===== src/rtl/tdt_dm_cdc_pkg.sv =====
// Shared definitions for the debug-module toggle-handshake CDC:
// FSM encoding and default data/counter widths.
package tdt_dm_cdc_pkg;

    localparam int TDT_DM_CDC_DATA_W = 32;
    localparam int TDT_DM_CDC_CNT_W  = 8;

    typedef enum logic {
        ST_IDLE  = 1'b0,
        ST_VALID = 1'b1
    } rcv_state_e;

endpackage


===== src/rtl/tdt_dm_tgl_det.sv =====
// Toggle detector: remembers the previous level of a synchronized toggle and
// flags any change. Shared by the request receiver and the ack receiver.
module tdt_dm_tgl_det (
    input  logic clk_i,
    input  logic rst_i,
    input  logic tgl_i,
    output logic edge_o
);

    logic tgl_q;

    always_ff @(posedge clk_i or posedge rst_i) begin
        if (rst_i) begin
            tgl_q <= 1'b0;
        end else begin
            tgl_q <= tgl_i;
        end
    end

    assign edge_o = tgl_i ^ tgl_q;

endmodule


===== src/rtl/tdt_dm_cdc_req_rcv.sv =====
// Destination side of the toggle-handshake CDC: captures the quasi-static
// source word on each request toggle and hands it out over valid/ready.
module tdt_dm_cdc_req_rcv
    import tdt_dm_cdc_pkg::*;
#(
    parameter int DATA_WIDTH = TDT_DM_CDC_DATA_W,
    parameter int CNT_WIDTH  = TDT_DM_CDC_CNT_W
) (
    input  logic                  dst_clk,
    input  logic                  dst_rst,
    input  logic                  req_tgl_sync,
    input  logic [DATA_WIDTH-1:0] src_data,
    output logic                  dout_vld,
    output logic [DATA_WIDTH-1:0] dout_data,
    input  logic                  dout_rdy,
    output logic                  ack_tgl,
    output logic                  busy,
    output logic [CNT_WIDTH-1:0]  xfer_cnt,
    output logic                  err_ovf,
    input  logic                  err_clr
);

    rcv_state_e            state_q;
    logic [DATA_WIDTH-1:0] data_q;
    logic                  ack_q;
    logic [CNT_WIDTH-1:0]  cnt_q;
    logic [CNT_WIDTH-1:0]  cnt_d;
    logic                  err_q;
    logic                  req_edge;

    tdt_dm_tgl_det u_req_det (
        .clk_i  (dst_clk),
        .rst_i  (dst_rst),
        .tgl_i  (req_tgl_sync),
        .edge_o (req_edge)
    );

    assign cnt_d = cnt_q + CNT_WIDTH'(1);

    always_ff @(posedge dst_clk or posedge dst_rst) begin
        if (dst_rst) begin
            state_q <= ST_IDLE;
            data_q  <= '0;
            ack_q   <= 1'b0;
            cnt_q   <= '0;
            err_q   <= 1'b0;
        end else begin
            // A toggle arriving while a word is still held is dropped; set beats clear.
            if (req_edge && (state_q == ST_VALID)) begin
                err_q <= 1'b1;
            end else if (err_clr) begin
                err_q <= 1'b0;
            end

            case (state_q)
                ST_IDLE: begin
                    if (req_edge) begin
                        state_q <= ST_VALID;
                        data_q  <= src_data;
                    end
                end
                ST_VALID: begin
                    if (dout_rdy) begin
                        state_q <= ST_IDLE;
                        ack_q   <= ~ack_q;
                        cnt_q   <= cnt_d;
                    end
                end
                default: state_q <= ST_IDLE;
            endcase
        end
    end

    assign dout_vld  = (state_q == ST_VALID);
    assign busy      = (state_q != ST_IDLE);
    assign dout_data = data_q;
    assign ack_tgl   = ack_q;
    assign xfer_cnt  = cnt_q;
    assign err_ovf   = err_q;

endmodule


===== config.mk =====
export PLATFORM = sky130hd
export DESIGN_NAME = tdt_dm_cdc_req_rcv
export DESIGN_NICKNAME = d
export VERILOG_FILES = /design/src/rtl/tdt_dm_cdc_pkg.sv /design/src/rtl/tdt_dm_tgl_det.sv /design/src/rtl/tdt_dm_cdc_req_rcv.sv
export SDC_FILE = /design/constraint.sdc
export NUM_CORES = 1
export LEC_CHECK = 0
export CAP_MARGIN = 20
export CORE_ASPECT_RATIO = 2
export CORE_MARGIN = 2
export CORE_UTILIZATION = 41
export CTS_CLUSTER_DIAMETER = 50
export DETAILED_ROUTE_END_ITERATION = 12
export PLACE_DENSITY = 0.8
export SLEW_MARGIN = 5
export SYNTH_ARGS = -nofsm -noshare
export SYNTH_HDL_FRONTEND = slang
export SYNTH_SLANG_ARGS = --single-unit

===== constraint.sdc =====
create_clock -name dst_clk -period 1.9 [get_ports dst_clk]
set_input_delay 0.38 -clock dst_clk [delete_from_list [all_inputs] [get_ports dst_clk]]
set_output_delay 0.38 -clock dst_clk [all_outputs]
set_load 0.02 [all_outputs]

==> qor.txt, run 1 <==
Pwr/cell area -> 1470 mW/mm2
Status -> completed
Via density -> 4.66
Die Y-Extent -> 98.9 um
Footprint of the multi-input gates -> 659 um2
CP max stage delay -> 640 ps
Buf+Inv Stages, Crit Path -> 1
Setup Skew -> 5.08 ps
Die footprint -> 0.00509 mm2
Max Cap Violations -> 0
Total CTS buffers -> 5
Filler cells -> 348
Startpoint types -> flop
First-pass GRT wire length -> 6850 um
Most frequent cell after synthesis -> dfrtp_1
Register bit total from synthesis -> 44
Clock latency on the worst-skew pair -> 300 ps
CTS tree -> yes
Unique masters post-synth -> 20
Total Routing Usage GR -> 0.186
DRC viols -> 0
Crit path capture type -> output port
Final hold violation count -> 0
Slew Viols, Final -> 0
Net Count, Synth -> 147
Worst Reg-to-Reg Cells -> 4
# IOs -> 81
Hold Slack -> 421 ps
M1 wire length -> 1440 um
Fmax -> 566 MHz
Synth warn -> 0
VDD IR max -> 1.00 mV
Synthesized area per cell -> 16.9 um2
Commonest cells in the netlist -> dfrtp_1 (44), mux2_4 (30), nand2_1 (6), xnor2_1 (6)
Vias -> 1165
Final setup vio count -> 0
Crit-path cells -> clkdlybuf4s50_1
Tightest Pin Transition -> 245 ps
H-tree depth -> 2
Share of the synthesized area in the top cell type -> 0.596
Worst EP arrival -> 1390 ps
Max FO, Critical Path -> 8
Initial antenna violation count -> 0
Core ar. -> 0.00434 mm2
Hpwl dp -> 3170 um
Postcts setup bufs -> 0
RSZ-0062 raised after global routing -> no
Top sig layer -> met4
R2R setup slack -> 400 ps
Synth area leader -> dfrtp_1
Largest net degree at the start of global routing -> 45
Period utilization -> 0.931
Sequential share of the synthesized area -> 0.596
Buffer depth of the longest clock path -> 2
Horiz. Die Dim -> 51.5 um
Clk root buf -> clkbuf_8
Final wirelength -> 4170 um
DRT antenna net count -> 0
Synthesized instance count -> 109
Share of cells above drive strength 1 -> 0.245
Async S/R FF share, synth -> 1.00
Top post-synthesis cells by area -> dfrtp_1 (60%), mux2_4 (24%), buf_12 (3.3%), xnor2_1 (2.8%), mux2_2 (1.8%)
PostCTS Resize Cnt -> 0
Nets -> 233
Number of enable flip-flop cells after synthesis -> 0
Minimum clock period -> 1770 ps
Row count -> 34
Initial DRC count -> 10
Crit Path Class -> reg2out
DR WL met3 -> 235 um
CTS Hold Bufs -> 0
Synthesized cell area -> 0.00185 mm2
Worst reg2reg startpoint -> u_req_det.tgl_q
Clock slew at reported path FFs -> 80 ps
Antenna diode count -> 0
Clk sinks -> 44
Hold crit path type -> in2async
Final core occ -> 0.649
Non-Filler Instances -> 250
Placed cell count -> 242
WL/cell -> 16.7 um
Largest delay share family, worst path -> buffers and inverters
Port Buffers -> 80
Grt total ovfl -> 0
Initial core utilization -> 0.426
Register Area -> 0.00110 mm2
CP max-delay cell -> clkdlybuf4s50_1
P&R area growth vs syn -> 52.5%
Placer Congestion -> 0.765
Max_slew headroom -> 0.836
Drt first pass iters -> 4
Worst reg2reg endpoint -> dout_data[19]
CP Data Required Time -> 1520 ps
Vias in the first global route -> 1330
Wire length on met2 -> 2380 um
Ys flop type -> dfrtp_1
Leak pwr -> 1.23 nW
layout by cell type (no fill, tap or decap), drive strengths merged:
cell / count
and3: 1
and4: 1
buf: 4
bufinv: 1
clkbuf: 5
clkdlybuf4s50: 80
clkinv: 1
clkinvlp: 1
dfrtp: 44
ha: 1
inv: 2
mux2: 33
nand2: 6
nand3: 1
nand4: 1
nor2: 1
nor2b: 1
nor3: 1
o21a: 1
o21ai: 1
xnor2: 6
xor2: 3
state kept, by name (all words and copies together) (netlist names):
register         flops
err_ovf              1
dout_data           32
ack_tgl              1
xfer_cnt             8
busy                 1
u_req_det.tgl_q      1
worst max-delay path by stage:
stage	startpoint	to	slack [ps]	cells past startpoint
final	busy	dout_vld	130	1
after global routing	xfer_cnt[2]	xfer_cnt[2]	80	1
after detailed placement	req_tgl_sync	dout_data[19]	-130	5
after CTS	busy	dout_vld	20	1
after floorplan	req_tgl_sync	dout_data[0]	470	5
after global placement	req_tgl_sync	dout_data[3]	-100	5
area by class of cell:
type                       instances  area share
clock buffer                       5      0.0244
clock inverter                     3      0.0151
inverter                           2     0.00267
multi-input combinational         58       0.234
sequential                        44       0.391
tap                               54      0.0240
timing repair buffer              84       0.308
worst reg2reg max path, delay by kind of cell (launching register included):
kind,cells,cell delay (ps)
AND/OR/NAND/NOR,1,280
XOR/XNOR,1,200
multiplexers,1,320
buffers and inverters,1,200
flip-flops,1,380
cell families after synthesis:
logic type / after synthesis / synth area share
mux: 33 / 0.262
compound gates: 2 / 0.00677
buf+inv: 7 / 0.0468
xor+xnor: 9 / 0.0427
flops: 44 / 0.596
fa+ha+maj: 1 / 0.00677
simple gates: 13 / 0.0386
stage by stage:
step / setup TNS [ps] / cell area, um2 / total power [mW] / setup WS, ps
finish: 0 / 2820 / 4.13 / 132
global route: 0 / 2820 / 4.34 / 83.6
CTS: 0 / 2820 / 4.18 / 21.4
detailed placement: -3550 / 2700 / 3.45 / -131
global placement: -2870 / 2700 / 3.40 / -103
floorplan: 0 / 1850 / 2.56 / 466
layer usage:
| metal | GRT usage | vias to the layer above |
|---|---|---|
| met5 | 0 | - |
| met4 | 0.0850 | 0 |
| met3 | 0.0470 | 8 |
| met2 | 0.331 | 49 |
| met1 | 0.197 | 571 |
| li1 | - | 537 |
power by group:
part / internal (mW) / total, mW / switching, mW
Clock: 0.389 / 0.705 / 0.316
Combinational: 1.09 / 1.89 / 0.797
Sequential: 1.28 / 1.53 / 0.256
No activity file was read; power rests on OpenSTA's default activity.
==> inputs of run 2 (changes only) <==
Settings changed: MAX_ROUTING_LAYER from default to met4.
==> qor.txt, run 2 (synthesized netlist as in run 1, its figures left out) <==
Buffer depth of the longest clock path -> 2 (unchanged)
DRT antenna net count -> 0 (unchanged)
Filler cells -> 348 (unchanged)
Horiz. Die Dim -> 51.5 um (unchanged)
Share of power burned in registers -> 0.372 (about the same)
WL/cell -> 16.7 um (about the same)
P_int -> 2.76 mW (about the same)
Tightest Pin Transition -> 244 ps (-1.20 ps)
Postcts setup bufs -> 0 (unchanged)
Startpoint types -> flop
Hold crit path type -> in2async
Final wirelength -> 4170 um (about the same)
Most frequent cells in the layout -> clkdlybuf4s50_1 (80), dfrtp_1 (43), mux2_4 (30)
Worst EP arrival -> 1390 ps (about the same)
Row count -> 34 (unchanged)
Leak pwr -> 1.23 nW (unchanged)
Largest net degree at the start of global routing -> 45 (unchanged)
Final hold violation count -> 0 (unchanged)
Vias -> 1172 (+0.60%)
Non-Filler Instances -> 250 (unchanged)
Clock latency on the worst-skew pair -> 300 ps (about the same)
Place WS -> -131 ps (unchanged)
Total Routing Usage GR -> 0.191 (+0.00467)
Placer Congestion -> 0.776 (+1.3%)
CP max stage delay -> 640 ps (about the same)
Part of the power in the clock network -> 0.171 (about the same)
Initial core utilization -> 0.426 (unchanged)
Clock slew at reported path FFs -> 80 ps (about the same)
Die footprint -> 0.00509 mm2 (unchanged)
Crit Path Class -> reg2out
Clk root buf -> clkbuf_8
RSZ-0062 raised after global routing -> no
Die Y-Extent -> 98.9 um (unchanged)
CP Data Required Time -> 1520 ps (about the same)
Grt total ovfl -> 0 (unchanged)
# IOs -> 81 (unchanged)
Switch share -> 0.332 (about the same)
Worst reg2reg endpoint -> dout_data[19]
Worst Reg-to-Reg Cells -> 4 (unchanged)
Port Buffers -> 80 (unchanged)
First-pass GRT wire length -> 6820 um (-0.39%)
Share of cells above drive strength 1 -> 0.245 (unchanged)
Fmax -> 566 MHz (+0.12%)
Total CTS buffers -> 5 (unchanged)
CTS Hold Bufs -> 0 (unchanged)
Minimum clock period -> 1770 ps (-2.14 ps)
Drt first pass iters -> 4 (unchanged)
Vias in the first global route -> 1342 (+0.90%)
Pwr/cell area -> 1470 mW/mm2 (about the same)
Antenna diode count -> 0 (unchanged)
Net switching power -> 1.37 mW (about the same)
Final Total Pwr -> 4.13 mW (about the same)
Placed cell count -> 242 (unchanged)
Setup ws final -> 134 ps (+2.14 ps)
Hpwl dp -> 3170 um (unchanged)
CTS tree -> yes
Register Area -> 0.00110 mm2 (unchanged)
Hold Slack -> 421 ps (-0.192 ps)
H-tree depth -> 2 (unchanged)
Clk sinks -> 44 (unchanged)
Status -> completed
Nets -> 233 (unchanged)
P&R area growth vs syn -> 52.5% (unchanged)
PostCTS Resize Cnt -> 0 (unchanged)
Max_slew headroom -> 0.837 (about the same)
Footprint of the multi-input gates -> 659 um2 (unchanged)
Largest delay share family, worst path -> buffers and inverters
Final setup vio count -> 0 (unchanged)
Part of the power in combinational logic -> 0.458 (about the same)
Max Cap Violations -> 0 (unchanged)
Slew Viols, Final -> 0 (unchanged)
Via density -> 4.69 (+0.60%)
Initial antenna violation count -> 0 (unchanged)
VDD IR max -> 1.00 mV (+0.18%)
Setup tns final -> 0 ps (unchanged)
Max reg flops -> 32 (unchanged)
Crit path capture type -> output port
Buf+Inv Stages, Crit Path -> 1 (unchanged)
Crit-path cells -> clkdlybuf4s50_1
Commonest non-fill, non-tap cell in the layout -> clkdlybuf4s50_1
Setup Skew -> 6.00 ps (+0.920 ps)
Max FO, Critical Path -> 8 (unchanged)
Worst reg2reg startpoint -> u_req_det.tgl_q
Initial DRC count -> 20 (+10)
DRC viols -> 0 (unchanged)
Core ar. -> 0.00434 mm2 (unchanged)
R2R setup slack -> 400 ps (about the same)
CP max-delay cell -> clkdlybuf4s50_1
Period utilization -> 0.929 (-0.00113)
## run 2: cell counts in the layout (fill, tap and decap cells not counted)
No cell type changed its count.
## run 2: area by class of cell
type / instances / area share
tap: 54 / 0.0240
sequential: 44 / 0.391
clock buffer: 5 / 0.0244
inverter: 2 / 0.00267
clock inverter: 3 / 0.0151
multi-input combinational: 58 / 0.234
timing repair buffer: 84 / 0.308
## run 2: through the flow
stage | utilization | cell area, um2
after floorplan | - | 1850
after global placement | 0.623 | 2700
after detailed placement | 0.623 | 2700
after CTS | 0.649 | 2820
after global routing | 0.649 | 2820
final | 0.649 | 2820
## run 2: how the worst max path moves through the flow
| stage | cells past startpoint | slack [ps] | startpoint | endpoint |
|---|---|---|---|---|
| 3_3_place_gp | 5 | -100 | req_tgl_sync | dout_data[3] |
| 5_1_grt | 1 | 80 | xfer_cnt[2] | xfer_cnt[2] |
| 4_1_cts | 1 | 20 | busy | dout_vld |
| 6_report | 1 | 130 | busy | dout_vld |
| 2_1_floorplan | 5 | 470 | req_tgl_sync | dout_data[0] |
| 3_5_place_dp | 5 | -130 | req_tgl_sync | dout_data[19] |
## run 2: per-layer routing
metal,routed length (um),global-route usage,vias up
met2,2390,0.334,51
met3,226,0.0455,10
met1,1440,0.193,574
li1,-,-,537
met5,0,-,-
met4,107,0.0850,0
## run 2: power by group through the flow
| stage | registers, mW | logic [mW] | clock network (mW) |
|---|---|---|---|
| 2_1_floorplan | 1.93 | 0.627 | 0 |
| 3_3_place_gp | 1.53 | 1.87 | 0 |
| 3_5_place_dp | 1.54 | 1.91 | 0 |
| 4_1_cts | 1.54 | 1.92 | 0.722 |
| 5_1_grt | 1.58 | 1.99 | 0.770 |
| 6_report | 1.53 | 1.89 | 0.704 |
==> inputs of run 3 (changes only) <==
Settings changed: CTS_CLUSTER_SIZE from default to 24.
==> results of run 3 <==
No change in the layout: final DEF, timing and power equal those of run 2.
